$ cat config.mk
export PLATFORM = sky130hd
export DESIGN_NAME = register_file_mp
export DESIGN_NICKNAME = d
export VERILOG_FILES = /design/src/rtl/register_file_mp.sv
export SDC_FILE = /design/constraint.sdc
export NUM_CORES = 1
export LEC_CHECK = 0
export BUFFER_PORTS_ARGS = -buffer_cell sky130_fd_sc_hd__buf_4
export CELL_PAD_IN_SITES_DETAIL_PLACEMENT = 0
export CELL_PAD_IN_SITES_GLOBAL_PLACEMENT = 1
export CORE_UTILIZATION = 32
export CTS_BUF_LIST = sky130_fd_sc_hd__clkbuf_8
export DETAILED_ROUTE_END_ITERATION = 10
export PLACE_DENSITY = 0.69
export SYNTH_ARGS = -nofsm -noshare
export SYNTH_HDL_FRONTEND = slang
export SYNTH_SLANG_ARGS = --single-unit
$ cat constraint.sdc
create_clock -name clock -period 3.35 [get_ports clock]
set_input_delay 0.5025 -clock clock [delete_from_list [all_inputs] [get_ports clock]]
set_output_delay 0.5025 -clock clock [all_outputs]
set_load 0.005 [all_outputs]
$ cat src/rtl/register_file_mp.sv
// register_file_mp: two-read-port register file with write bypass, per-register reservation bits and a mirrored output register
module register_file_mp #(
    parameter int WIDTH = 8,
    parameter int DEPTH = 4,
    parameter int OUT_IDX = DEPTH - 1,
    localparam int AW = $clog2(DEPTH)
) (
    input  logic             clock,
    input  logic             reset,
    input  logic             we,
    input  logic [AW-1:0]    waddr,
    input  logic [WIDTH-1:0] wdata,
    input  logic             re_a,
    input  logic [AW-1:0]    raddr_a,
    input  logic             re_b,
    input  logic [AW-1:0]    raddr_b,
    output logic [WIDTH-1:0] rdata_a,
    output logic [WIDTH-1:0] rdata_b,
    output logic             rvalid_a,
    output logic             rvalid_b,
    output logic             busy_a,
    output logic             busy_b,
    input  logic             rsv_en,
    input  logic [AW-1:0]    rsv_addr,
    output logic [WIDTH-1:0] output_reg
);
    localparam logic [AW:0] DL = (AW + 1)'(DEPTH);
    localparam logic [AW-1:0] OI = AW'(OUT_IDX);
    logic [WIDTH-1:0] mem [DEPTH];
    logic [DEPTH-1:0] pend, pend_nx;
    logic w_ok, s_ok, a_ok, b_ok;
    logic [WIDTH-1:0] rd_a, rd_b;
    assign w_ok = we && ({1'b0, waddr} < DL);
    assign s_ok = rsv_en && ({1'b0, rsv_addr} < DL);
    assign a_ok = {1'b0, raddr_a} < DL;
    assign b_ok = {1'b0, raddr_b} < DL;
    // the set is applied after the clear so a same-cycle reservation wins
    always_comb begin
        pend_nx = pend;
        if (w_ok) pend_nx[waddr] = 1'b0;
        if (s_ok) pend_nx[rsv_addr] = 1'b1;
    end
    assign rd_a = !a_ok ? '0 : (w_ok && waddr == raddr_a) ? wdata : mem[raddr_a];
    assign rd_b = !b_ok ? '0 : (w_ok && waddr == raddr_b) ? wdata : mem[raddr_b];
    assign output_reg = mem[OI];
    always_ff @(posedge clock) begin
        if (reset) begin
            for (int i = 0; i < DEPTH; i++) mem[i] <= '0;
            pend     <= '0;
            rdata_a  <= '0;
            rdata_b  <= '0;
            rvalid_a <= 1'b0;
            rvalid_b <= 1'b0;
            busy_a   <= 1'b0;
            busy_b   <= 1'b0;
        end else begin
            if (w_ok) mem[waddr] <= wdata;
            pend     <= pend_nx;
            rvalid_a <= re_a;
            rvalid_b <= re_b;
            if (re_a) begin
                rdata_a <= rd_a;
                busy_a  <= a_ok && pend_nx[raddr_a];
            end
            if (re_b) begin
                rdata_b <= rd_b;
                busy_b  <= b_ok && pend_nx[raddr_b];
            end
        end
    end
endmodule

Word-level counts from Yosys, hierarchy flattened
Memories as Yosys holds them, arrays and structs flattened. A register that Yosys moved wholly into a read port is not among the register bits.
Index checks and enable logic that the tools add are counted.
{"block": "word_totals", "ff_bits": 8, "out_inout_bits": 28, "ram_bits": 32, "input_bits": 22, "wordCells": 36, "memories": 1}
{"memory": "mem", "depth": 4, "word_bits": 8, "rd": 3, "rd_ports_with_merged_regs": 2, "write_ports": 4, "line": "29", "source": "logic [WIDTH-1:0] mem [DEPTH];"}
{"block": "classes", "n_mux": 18, "bitwise": 3, "n_reduce_logical": 3, "order_cmp": 6}
{"op": "less-than comparator 2 x 3 -> 1 bit, second input constant", "n": 4}
{"op": "2-to-1 mux 1 bit", "n": 10}
{"op": "2-to-1 mux 4 bit", "n": 2}
{"op": "2-to-1 mux 8 bit", "n": 1}
{"op": "OR reduction 8 bit", "n": 1}
{"op": "AND 4 bit", "n": 1}
{"op": "binary-select mux 1 bit (select 2 bit)", "n": 2}
{"op": "demux 1 bit (select 2 bit)", "n": 2}
{"op": ">= comparator 2 x 1 -> 1 bit, second input constant", "n": 2}
{"op": "inverter 4 bit", "n": 1}
{"op": "OR 4 bit", "n": 1}
{"op": "logical AND 1 bit", "n": 2}
{"op": "2-to-1 mux 2 bit", "n": 1}

Logic depth before layout (Yosys ltp)
Gate-level depths: netlist of the first run.
{"block": "depth", "depth_word": 11, "mapped_depth": 6, "ltp_nobuf": 4}

Worst setup path after synthesis of the first run
No wires, ideal clock.
{"block": "synth_path", "kind": "input port to flip-flop", "start": "input port raddr_a[0]", "end": "register rdata_a[0] (read register of mem)", "cell_stages": 6, "slack_ps": 1826, "t_required_ps": 3223, "t_arrival_ps": 1397, "path_buffers": 2, "setup_ps": 127, "path_cell_list": "buf_6 > buf_8 > nor3_1 > a21oi_1 > o211ai_4 > o21ai_2"}
{"element": "start: declaration", "line": "14", "source": "input logic [AW-1:0] raddr_a,"}
{"element": "end: declaration", "line": "17", "source": "output logic [WIDTH-1:0] rdata_a,"}

==> key figures, run 1 <==
Timing
  – Unrepaired setup endpoints after global routing: no
  – Time the final worst path needs with I/O delays and setup: approximately 1.5 ns
  – Fraction of the cycle the final worst path needs: 0.451
  – Post-route worst setup slack: ~1.8 ns
  – Final-report setup violation count: 0
  – Rel. slew slack: 0.548
  – Max-slew violations: 0
  – Sum of negative setup slack: 0 ns
  – Worst Max-Slew Pin Slew: 0.677 ns
  – Final Hold Fails: 0
  – Achievable clock frequency: ~660 MHz
  – Layout Skew: slightly above 0.006 ns

Logic synthesis
  – Syn Nets: between 200 and 300
  – Number of enable-type register cells in the synthesized netlist: 32
  – Proportion of synthesized chip area in sequential cells: 0.481
  – Post-Syn Instances: between 200 and 250
  – Count of state elements after synthesis: 56
  – Cell variety after synth: 43
  – Average cell area after synthesis: about 13 um^2
  – Most common flop cell mapped by yosys: sky130_fd_sc_hd__edfxtp_1
  – Number of warnings reported in the yosys synthesis log: 0
  – Cell taking the most area after synthesis: sky130_fd_sc_hd__edfxtp_1
  – Post-synthesis async set-or-reset flop share: 0
  – Area share of the largest cell type after synthesis: 0.321
  – Post-synthesis instance area: 2990 um^2
  – Ranking of synthesized cells by area: sky130_fd_sc_hd__edfxtp_1, sky130_fd_sc_hd__dfxtp_1, sky130_fd_sc_hd__mux4_2

Setup path
  – Count of cells along the worst register-to-register path: 4
  – Class of the most critical setup path: input port to flop
  – Arrival time reported for the critical path endpoint: roughly 1.5 ns
  – Library cell contributing the largest single delay on the critical path: sky130_fd_sc_hd__o21bai_1
  – Count of buffering cells on the critical path with inverters included: 1
  – Sort of element at the start of the critical path: input port
  – Top cell family by delay on the critical path: compound AO/OA/AOI/OAI gates
  – Largest stage delay on the critical path: approximately 0.56 ns
  – Source of the critical timing path: waddr[1]
  – Required time of the critical path: around 3.3 ns
  – Logic depth of the worst setup path including buffers: 3
  – Highest net fanout along the worst path: 11
  – Crit Reg-Reg Endpoint: rdata_a[4]
  – Reg-to-reg setup timing slack: ~2 ns
  – CP Capture Type: flop
  – Worst setup path end: mem[0][4]
  – Source of the worst register-to-register timing path: mem[3][4]
  – Chain of cells forming the critical path: buf_4 > nand2b_2 > o21bai_1

Layout
  – Fraction of final layout cells with drive strength greater than 1: 0.375
  – Combined area of the multi-input logic cells: 1370 um^2
  – Final standard cell utilization of the core: 0.393
  – Number of fill cells: about 870
  – Register area: approximately 1400 um^2
  – Post-Layout Cell Count: slightly below 400
  – Layout Cell Area excl Fill: about 3500 um^2
  – Antenna diode count: 0
  – Area delta synth->final: 16.6%
  – Final #Nets: 304

Clocking
  – Clock tree from TritonCTS: yes
  – Cts bufs inserted: 5
  – Count of hold buffers inserted by post-cts repair: 0
  – Buffer depth of the longest clock path: 2
  – Post_cts resized: 0
  – Count of clock tree sinks: 56
  – Number of H-tree levels: 2
  – CTS root buf: sky130_fd_sc_hd__clkbuf_8
  – Clock latency on the worst-skew pair: between 0.3 and 0.4 ns
  – Buffer count from post-CTS setup fixing: 0
  – Clk pin slew, worst setup/hold paths: roughly 0.11 ns

GRT
  – Global-route wire length before repair: between 10 and 15 mm
  – Maximum number of pins on one net before global-route repair: 24
  – Number of global-route vias before repair: 1,975
  – Gr ovfl total: 0
  – Initial antenna violation count: 0
  – Total track usage: 0.143

Placed design
  – Setup slack at placement: 1.49 ns
  – Placer Congestion: between 0.7 and 0.8
  – Quantity of I/O buffers inserted on ports: a little under 50
  – Half-perimeter wire length after detailed placement: 5.22 mm
  – Cell count after placement: around 380
  – Post-placement cell area: roughly 3400 um^2

Routing
  – DR WL met2: 3.18 mm
  – Vias post-DR: slightly below 2,000
  – Starting DRC count in detailed routing: 94
  – Count of unresolved DRC violations after routing: 0
  – Top routing layer used: met4
  – DR WL/cell: 16.9 um
  – Metal-1 WL: 3.02 mm
  – Final WL: roughly 6.6 mm
  – Number of antenna-violating nets in the routed design: 0
  – Met3 wirelength from detailed routing: 349 um
  – Post-DR vias/cell: between 5 and 6
  – Number of optimization iterations in the first detailed-route pass: 4

Die
  – # rows: 34
  – Width of the die: between 90 and 100 um
  – Io pins: 50
  – Floorplan core area: about 8900 um^2
  – Initial Util: 0.337
  – Die area: between 9000 and 10,000 um^2
  – Die Span Y: 98.7 um

Power and ir drop
  – Peak supply drop: approximately 0.17 mV
  – Leakage power summed over all cells: 1.37 nW
  – Power density over the cells: roughly 420 nW/um^2

Worst hold path
  – Worst hold path class: input port to flop

Status
  – Run status: complete, no violations

Flow run
  – Max-cap violations: 0
## cell usage after synthesis (3+ instances only)
| cell type | n |
|---|---|
| sky130_fd_sc_hd__buf_2 | 3 |
| sky130_fd_sc_hd__a21oi_1 | 3 |
| sky130_fd_sc_hd__dfxtp_1 | 24 |
| sky130_fd_sc_hd__nand3_1 | 3 |
| sky130_fd_sc_hd__nor2_1 | 3 |
| sky130_fd_sc_hd__inv_1 | 21 |
| sky130_fd_sc_hd__and2_1 | 34 |
| sky130_fd_sc_hd__buf_6 | 4 |
| sky130_fd_sc_hd__edfxtp_1 | 32 |
| sky130_fd_sc_hd__mux4_2 | 14 |
| sky130_fd_sc_hd__nand2_1 | 3 |
| sky130_fd_sc_hd__o21ai_2 | 16 |
| sky130_fd_sc_hd__nand2b_1 | 5 |
| sky130_fd_sc_hd__xor2_1 | 4 |
| sky130_fd_sc_hd__nor2b_1 | 9 |
| sky130_fd_sc_hd__a22oi_1 | 17 |
## registers in the layout, summed over array words and instances (netlist names)
signal    count
rdata_b       8
pend          4
busy_b        1
mem          32
rdata_a       8
busy_a        1
rvalid_b      1
rvalid_a      1
## layout by cell type (no fill, tap or decap), types with 3 or more instances in the layout
cell                       netlist  layout
sky130_fd_sc_hd__buf_4           1      49
sky130_fd_sc_hd__xor2_1          4       4
sky130_fd_sc_hd__a22oi_1        17      17
sky130_fd_sc_hd__a21oi_1         3       3
sky130_fd_sc_hd__and2_1         34      34
sky130_fd_sc_hd__nand2b_1        5       5
sky130_fd_sc_hd__o21ai_2        16      16
sky130_fd_sc_hd__clkbuf_8        0       5
sky130_fd_sc_hd__inv_1          21      21
sky130_fd_sc_hd__mux4_2         14      14
sky130_fd_sc_hd__nor2_1          3       3
sky130_fd_sc_hd__nor2b_1         9       9
sky130_fd_sc_hd__nand2_1         3       3
sky130_fd_sc_hd__nand3_1         3       3
sky130_fd_sc_hd__edfxtp_1       32      32
sky130_fd_sc_hd__dfxtp_1        24      24
## metal layers
metal	global-route usage	vias to the layer above
li1	-	958
met1	0.194	954
met2	0.234	56
met3	0.0184	2
met4	0.0517	0
met5	0	-
## cell type report
type | count | area share
sequential | 56 | 0.413
multi-input combinational | 149 | 0.393
clock inverter | 3 | 0.00753
timing repair buffer | 49 | 0.105
inverter | 21 | 0.0226
tap | 108 | 0.0387
clock buffer | 5 | 0.0197
## kinds of logic after synthesis
family                 count (synthesis)  synth area share
AO/OA/AOI/OAI                         52             0.149
buffers and inverters                 32            0.0602
multiplexers                          16             0.123
flip-flops                            56             0.481
AND/OR/NAND/NOR                       75             0.169
XOR/XNOR                               6            0.0176
## report_power, final
part	total (mW)	internal, mW	switching, mW
clock network	0.394	0.153	0.242
logic	0.253	0.129	0.124
registers	0.809	0.780	0.0295
total	1.46	1.06	0.395
## how the worst min path moves through the flow
stage | cells after the start | slack [ns] | startpoint | endpoint
2_1_floorplan | 2 | 0.45 | pend[0] | pend[0]
3_5_place_dp | 2 | 0.49 | rdata_a[6] | rdata_a[6]
6_report | 2 | 0.47 | wdata[0] | mem[1][0]
3_3_place_gp | 2 | 0.48 | pend[0] | pend[0]
4_1_cts | 2 | 0.47 | wdata[0] | mem[1][0]
5_1_grt | 2 | 0.47 | wdata[1] | mem[1][1]
## stage by stage
stage                     hold slack [ns]  total power, mW
after CTS                           0.468             1.47
after floorplan                     0.452            0.981
final                               0.473             1.46
after detailed placement            0.487             1.08
after global placement              0.479             1.08
after global routing                0.469             1.52
Power figures use the tool's default switching activity.
==> run 2: changes to the inputs <==
==> constraint.sdc (replaced) <==
create_clock -name clock -period 1.6 [get_ports clock]
set_input_delay 0.24 -clock clock [delete_from_list [all_inputs] [get_ports clock]]
set_output_delay 0.24 -clock clock [all_outputs]
set_load 0.005 [all_outputs]
==> run 2 against run 1 <==
  * Clock skew rose by 0.0064 ns
  * Clock power rose by 120%
  * Routed wire length rose by 1.2%
  * Critical path depth rose by 1
  * Non-clock buffer count rose by 5
  * Die area did not move
  * Utilization rose by 0.45 points
  * Sequential share of layout area fell by 0.47 points
  * Worst setup slack got worse by 1.6 ns
  * Critical path type is now flop to flop
==> key figures, run 2 (synthesis gave the netlist of run 1 again) <==
Placed design
  – Quantity of I/O buffers inserted on ports: 49 (unchanged)
  – Half-perimeter wire length after detailed placement: 5.27 mm (+1.1%)
  – Placer Congestion: 0.710 (-4.6%)
  – Cell count after placement: 388 (+1.3%)
  – Setup slack at placement: 0.166 ns (-1.33 ns)
  – Post-placement cell area: 3430 um^2 (+1.1%)

Clocking
  – Number of H-tree levels: 2 (unchanged)
  – Buffer depth of the longest clock path: 2 (unchanged)
  – Post_cts resized: 0 (unchanged)
  – Count of clock tree sinks: 56 (unchanged)
  – Clk pin slew, worst setup/hold paths: 0.12 ns (about the same)
  – Cts bufs inserted: 5 (unchanged)
  – Clock tree from TritonCTS: yes
  – CTS root buf: sky130_fd_sc_hd__clkbuf_8
  – Buffer count from post-CTS setup fixing: 0 (unchanged)
  – Count of hold buffers inserted by post-cts repair: 0 (unchanged)
  – Clock latency on the worst-skew pair: 0.33 ns (+0.02 ns)

Timing
  – Time the final worst path needs with I/O delays and setup: between 1 and 1.5 ns
  – Layout Skew: 0.0126 ns (+0.00643 ns)
  – Achievable clock frequency: 749 MHz
  – Sum of negative setup slack: 0 ns (unchanged)
  – Post-route worst setup slack: 0.265 ns (-1.58 ns)
  – Worst Max-Slew Pin Slew: 0.426 ns (-0.251 ns)
  – Rel. slew slack: 0.716 (+0.168)
  – Max-slew violations: 0 (unchanged)
  – Worst hold margin: 0.199 ns (-0.274 ns)
  – Final Hold Fails: 0 (unchanged)
  – Fraction of the cycle the final worst path needs: 0.834
  – Final-report setup violation count: 0 (unchanged)
  – Unrepaired setup endpoints after global routing: no

Layout
  – Area delta synth->final: 17.9%
  – Registers with the highest flip-flop counts: mem (32), rdata_a (8), rdata_b (8)
  – Final #Nets: 309 (+1.6%)
  – Fraction of final layout cells with drive strength greater than 1: 0.385 (+0.0109)
  – Flip-flop count of the largest register, all copies and words added: 32 (unchanged)
  – Most common cell after layout, fill and taps aside: sky130_fd_sc_hd__buf_4
  – Most flops, register: mem
  – Leading cell types in the layout, fill and taps excluded: sky130_fd_sc_hd__buf_4, sky130_fd_sc_hd__and2_1, sky130_fd_sc_hd__edfxtp_1
  – Number of fill cells: 847 (-2.2%)
  – Antenna diode count: 0 (unchanged)
  – Layout Cell Area excl Fill: 3530 um^2 (+1.1%)
  – Post-Layout Cell Count: 396 (+1.3%)
  – Final standard cell utilization of the core: 0.397 (+0.00450)

Setup path
  – Count of cells along the worst register-to-register path: 4 (unchanged)
  – Reg-to-reg setup timing slack: 0.26 ns (-1.76 ns)
  – Arrival time reported for the critical path endpoint: 1.55 ns (+0.09 ns)
  – CP Capture Type: flop
  – Required time of the critical path: 1.81 ns (-1.49 ns)
  – Source of the critical timing path: mem[3][2]
  – Source of the worst register-to-register timing path: mem[3][2]
  – Crit Reg-Reg Endpoint: rdata_a[2]
  – Sort of element at the start of the critical path: flop
  – Class of the most critical setup path: flop to flop
  – Highest net fanout along the worst path: 2 (-9)

Die
  – Width of the die: 98.7 um (unchanged)
  – Initial Util: 0.337 (unchanged)
  – Io pins: 50 (unchanged)
  – Die area: 9750 um^2 (unchanged)
  – Floorplan core area: 8890 um^2 (unchanged)
  – # rows: 34 (unchanged)
  – Die Span Y: 98.7 um (unchanged)

Routing
  – Number of optimization iterations in the first detailed-route pass: 4 (unchanged)
  – Post-DR vias/cell: 5.04 (about the same)
  – Starting DRC count in detailed routing: 54 (-43%)
  – Final WL: 6.68 mm (+1.2%)
  – Vias post-DR: 1,996 (+1.3%)
  – Number of antenna-violating nets in the routed design: 0 (unchanged)
  – DR WL/cell: 16.9 um (about the same)
  – Count of unresolved DRC violations after routing: 0 (unchanged)

Power and ir drop
  – Final total power: 3.10 mW (+110%)
  – Leakage power summed over all cells: 1.41 nW (+2.5%)
  – Power density over the cells: 878 nW/um^2 (+110%)
  – Peak supply drop: 0.357 mV (+110%)

GRT
  – Number of global-route vias before repair: 2,011 (+1.8%)
  – Global-route wire length before repair: 10.9 mm (+2.9%)
  – Maximum number of pins on one net before global-route repair: 24 (unchanged)
  – Gr ovfl total: 0 (unchanged)
  – Total track usage: 0.145 (+0.00248)
  – Initial antenna violation count: 0 (unchanged)

Flow run
  – Max-cap violations: 0 (unchanged)

Worst hold path
  – Min-Delay Endpoint: mem[0][7]
  – Worst hold path class: input port to flop
  – Hold Path Depth: 2 (unchanged)
  – Startpoint of the tightest hold check path: wdata[7]

Status
  – Run status: complete, no violations
run 2: layout make-up:
| cell class | count | area, um^2 | share of cell area |
|---|---|---|---|
| inverters | 21 | 78.8 | 0.0223 |
| repair buffers | 54 | 405 | 0.115 |
| clock buffers | 5 | 68.8 | 0.0195 |
| multi-input cells | 149 | 1370 | 0.389 |
| flip-flops and latches | 56 | 1440 | 0.408 |
| well taps | 108 | 135 | 0.0383 |
| clock inverters | 3 | 28.8 | 0.00815 |
run 2: report_power, final:
part	switching [mW]	total [mW]	leakage, nW	internal [mW]
clock network	0.533	0.862	0.0506	0.329
logic	0.264	0.542	0.842	0.279
registers	0.0622	1.70	0.512	1.63
run 2: worst max-delay path: stages, from the launching register on:
cell                       delay, ns
sky130_fd_sc_hd__edfxtp_1       0.44
sky130_fd_sc_hd__nor2b_1        0.17
sky130_fd_sc_hd__mux4_2         0.49
sky130_fd_sc_hd__inv_1          0.09
sky130_fd_sc_hd__o21ai_2        0.05
run 2: worst max-delay path by stage:
stage | slack (ns) | to
floorplan | 0.34 | rdata_a[0]
global placement | 0.17 | rdata_b[7]
detailed placement | 0.17 | rdata_b[0]
CTS | 0.26 | rdata_a[3]
global route | 0.20 | rdata_a[3]
finish | 0.26 | rdata_a[2]
run 2: per-layer routing:
layer	routed length, um	vias to the layer above	track usage
li1	-	966	-
met1	3220	971	0.206
met2	3160	53	0.224
met3	248	6	0.0255
met4	48	0	0.0505
met5	0	-	0
==> run 3: changes to the inputs <==
--- a/config.mk
+++ b/config.mk
@@ -5,13 +5,14 @@
 export SDC_FILE = /design/constraint.sdc
 export NUM_CORES = 1
 export LEC_CHECK = 0
+export ABC_AREA = 1
 export BUFFER_PORTS_ARGS = -buffer_cell sky130_fd_sc_hd__buf_4
 export CELL_PAD_IN_SITES_DETAIL_PLACEMENT = 0
 export CELL_PAD_IN_SITES_GLOBAL_PLACEMENT = 1
 export CORE_UTILIZATION = 32
 export CTS_BUF_LIST = sky130_fd_sc_hd__clkbuf_8
 export DETAILED_ROUTE_END_ITERATION = 10
-export PLACE_DENSITY = 0.69
+export PLACE_DENSITY = 0.76
 export SYNTH_ARGS = -nofsm -noshare
 export SYNTH_HDL_FRONTEND = slang
 export SYNTH_SLANG_ARGS = --single-unit
==> constraint.sdc (replaced) <==
create_clock -name clock -period 1.1 [get_ports clock]
set_input_delay 0.165 -clock clock [delete_from_list [all_inputs] [get_ports clock]]
set_output_delay 0.165 -clock clock [all_outputs]
set_load 0.005 [all_outputs]
==> run 3 against run 2 <==
  * The run now ends with negative setup slack left
  * Die area rose by 0.82%
  * First-iteration DRC count rose to 3.3 times the previous value
  * Non-clock buffer count rose by 52
==> key figures, run 3 <==
Status
  – Run status: complete, but fails checks
  – Violations in the final reports: negative setup slack

Die
  – Floorplan core area: 9200 um^2 (+3.4%)
  – Initial Util: 0.328 (-0.00846)
  – Die Span Y: 99.1 um (+0.41%)
  – Io pins: 50 (unchanged)
  – Width of the die: 99.1 um (+0.41%)
  – # rows: 35 (+2.9%)
  – Die area: 9830 um^2 (+0.82%)

Routing
  – Starting DRC count in detailed routing: 176 (+230%)
  – Vias post-DR: 3,053 (+53%)
  – Post-DR vias/cell: 4.99 (-1.0%)
  – Count of unresolved DRC violations after routing: 0 (unchanged)
  – Number of optimization iterations in the first detailed-route pass: 6 (+2)
  – Number of antenna-violating nets in the routed design: 0 (unchanged)
  – DR WL/cell: 15.0 um (-11%)
  – Final WL: 9.17 mm (+37%)

Logic synthesis
  – Area share of the largest cell type after synthesis: 0.318 (-0.00266)
  – Cell variety after synth: 24 (-44%)
  – Most common flop cell mapped by yosys: sky130_fd_sc_hd__edfxtp_1
  – Ranking of synthesized cells by area: sky130_fd_sc_hd__edfxtp_1, sky130_fd_sc_hd__dfxtp_1, sky130_fd_sc_hd__nor2_1
  – Most frequent cell after synthesis: sky130_fd_sc_hd__nor2_1
  – Number of enable-type register cells in the synthesized netlist: 32 (unchanged)
  – Number of warnings reported in the yosys synthesis log: 0 (unchanged)
  – Post-Syn Instances: 405 (+71%)
  – Syn Nets: 427 (+65%)
  – Proportion of synthesized chip area in sequential cells: 0.477 (-0.00399)
  – Post-synthesis instance area: 3020 um^2 (+0.84%)
  – Count of state elements after synthesis: 56 (unchanged)
  – Post-synthesis async set-or-reset flop share: 0 (unchanged)
  – Cell types with the highest counts after synthesis: sky130_fd_sc_hd__nor2_1, sky130_fd_sc_hd__nand3_1, sky130_fd_sc_hd__nand2_1
  – Cell taking the most area after synthesis: sky130_fd_sc_hd__edfxtp_1
  – Average cell area after synthesis: 7.45 um^2 (-41%)

Layout
  – Flip-flop count of the largest register, all copies and words added: 32 (unchanged)
  – Leading cell types in the layout, fill and taps excluded: sky130_fd_sc_hd__buf_4, sky130_fd_sc_hd__nor2_1, sky130_fd_sc_hd__nand2_1
  – Post-Layout Cell Count: 612 (+55%)
  – Area delta synth->final: 40.0%
  – Final #Nets: 522 (+69%)
  – Fraction of final layout cells with drive strength greater than 1: 0.323 (-0.0621)
  – Final standard cell utilization of the core: 0.459 (+0.0623)
  – Layout Cell Area excl Fill: 4230 um^2 (+20%)
  – Most flops, register: mem
  – Most common cell after layout, fill and taps aside: sky130_fd_sc_hd__buf_4
  – Registers with the highest flip-flop counts: mem (32), rdata_a (8), rdata_b (8)
  – Antenna diode count: 0 (unchanged)

Setup path
  – Crit Reg-Reg Endpoint: rdata_a[6]
  – Sort of element at the start of the critical path: flop
  – Highest net fanout along the worst path: 2 (unchanged)
  – Source of the critical timing path: mem[3][1]
  – Count of cells along the worst register-to-register path: 6 (+2)
  – Required time of the critical path: 0.94 ns (-0.87 ns)
  – Class of the most critical setup path: flop to output pin
  – CP Capture Type: output pin
  – Arrival time reported for the critical path endpoint: 1.00 ns (-0.55 ns)
  – Reg-to-reg setup timing slack: -0.02 ns (-0.28 ns)
  – Worst setup path end: output_reg[1]
  – Source of the worst register-to-register timing path: mem[3][6]

Clocking
  – Buffer depth of the longest clock path: 2 (unchanged)
  – Clock tree from TritonCTS: yes
  – Count of hold buffers inserted by post-cts repair: 0 (unchanged)
  – Count of clock tree sinks: 56 (unchanged)
  – Number of H-tree levels: 2 (unchanged)
  – CTS root buf: sky130_fd_sc_hd__clkbuf_8
  – Clock latency on the worst-skew pair: 0.31 ns (-0.02 ns)
  – Clk pin slew, worst setup/hold paths: 0.11 ns (about the same)
  – Cts bufs inserted: 5 (unchanged)

Placed design
  – Placer Congestion: 0.852 (+20%)
  – Post-placement cell area: 4000 um^2 (+16%)
  – Quantity of I/O buffers inserted on ports: 49 (unchanged)
  – Half-perimeter wire length after detailed placement: 6.76 mm (+28%)
  – Setup slack at placement: -0.261 ns (-0.427 ns)
  – Cell count after placement: 606 (+56%)

Timing
  – Achievable clock frequency: between 800 and 900 MHz
  – Final Hold Fails: 0 (unchanged)
  – Rel. slew slack: 0.830 (+0.114)
  – Worst hold margin: 0.176 ns (-0.0236 ns)
  – Sum of negative setup slack: -0.315 ns (-0.315 ns)
  – Unrepaired setup endpoints after global routing: yes
  – Layout Skew: 0.0120 ns (-0.000549 ns)
  – Post-route worst setup slack: -0.0664 ns (-0.331 ns)
  – Max-slew violations: 0 (unchanged)
  – Fraction of the cycle the final worst path needs: 1.06
  – Time the final worst path needs with I/O delays and setup: approximately 1.2 ns
  – Worst Max-Slew Pin Slew: 0.255 ns (-0.171 ns)
  – Final-report setup violation count: 9 (+9)

GRT
  – Number of global-route vias before repair: 2,983 (+48%)
  – Maximum number of pins on one net before global-route repair: 23 (-4.2%)
  – Gr ovfl total: 0 (unchanged)
  – Global-route wire length before repair: 14.8 mm (+36%)
  – Total track usage: 0.196 (+0.0514)
  – Initial antenna violation count: 0 (unchanged)

Flow run
  – Max-cap violations: 0 (unchanged)

Power and ir drop
  – Leakage power summed over all cells: 1.96 nW (+40%)
  – Power density over the cells: 1140 nW/um^2 (+30%)
  – Peak supply drop: 0.457 mV (+28%)
  – Final total power: 4.83 mW (+56%)

Worst hold path
  – Hold Path Depth: 3 (+1)
  – Worst hold path class: input port to flop
-- run 3: cell types whose count changed in the layout (fill, tap and decap cells not counted), moves of 14 or more --
cell,change
sky130_fd_sc_hd__nand3_1,+47
sky130_fd_sc_hd__o21ai_0,+14
sky130_fd_sc_hd__mux4_2,-14
sky130_fd_sc_hd__inv_1,+15
sky130_fd_sc_hd__a22oi_1,-17
sky130_fd_sc_hd__buf_4,+31
sky130_fd_sc_hd__and2_1,-34
sky130_fd_sc_hd__nor2_1,+77
sky130_fd_sc_hd__nand2_1,+53
sky130_fd_sc_hd__o21ai_1,+25
-- run 3: how the worst min path moves through the flow --
stage / startpoint / to / slack [ns]
floorplan: reset / busy_b / 0.31
global placement: pend[3] / pend[3] / 0.49
detailed placement: pend[3] / pend[3] / 0.49
CTS: re_a / rvalid_a / 0.16
global route: re_a / rvalid_a / 0.18
finish: rsv_addr[1] / pend[3] / 0.18
-- run 3: layout make-up --
| type | instances | area, um^2 |
|---|---|---|
| Sequential cell | 56 | 1440 |
| Timing Repair Buffer | 106 | 945 |
| Fill cell | 931 | 4970 |
| Multi-Input combinational cell | 286 | 1440 |
| Clock buffer | 5 | 68.8 |
| Tap cell | 111 | 139 |
| Clock inverter | 3 | 22.5 |
| Inverter | 45 | 173 |
-- run 3: timing repair --
item	CTS	global route
buffers inserted	1	0
cloned	0	0
endpoints found under the setup margin	12	24
pin swaps	7	31
gates resized for setup	23	40
-- run 3: logic make-up (layout without fill, tap and decap cells) --
group,count (synthesis),count (layout),synth area share
flip-flops,56,56,0.477
AND/OR/NAND/NOR,225,225,0.335
AO/OA/AOI/OAI,61,61,0.102
buffers and inverters,63,159,0.0854
-- run 3: report_power, final --
part / switching, mW / total, mW / internal (mW)
clock: 0.712 / 1.17 / 0.457
combinational: 0.638 / 1.20 / 0.560
sequential: 0.0926 / 2.47 / 2.38
-- run 3: layer usage --
layer,vias to the layer above,track usage,part of all wire
met2,89,0.329,0.49
met1,1423,0.249,0.41
met3,22,0.0267,0.051
li1,1519,-,-
met5,-,0,0
met4,0,0.0995,0.041
-- run 3: critical path: stages, from the launching register on --
cell and delay [ns]:
sky130_fd_sc_hd__edfxtp_1 0.44, sky130_fd_sc_hd__buf_6 0.14, sky130_fd_sc_hd__buf_6 0.10
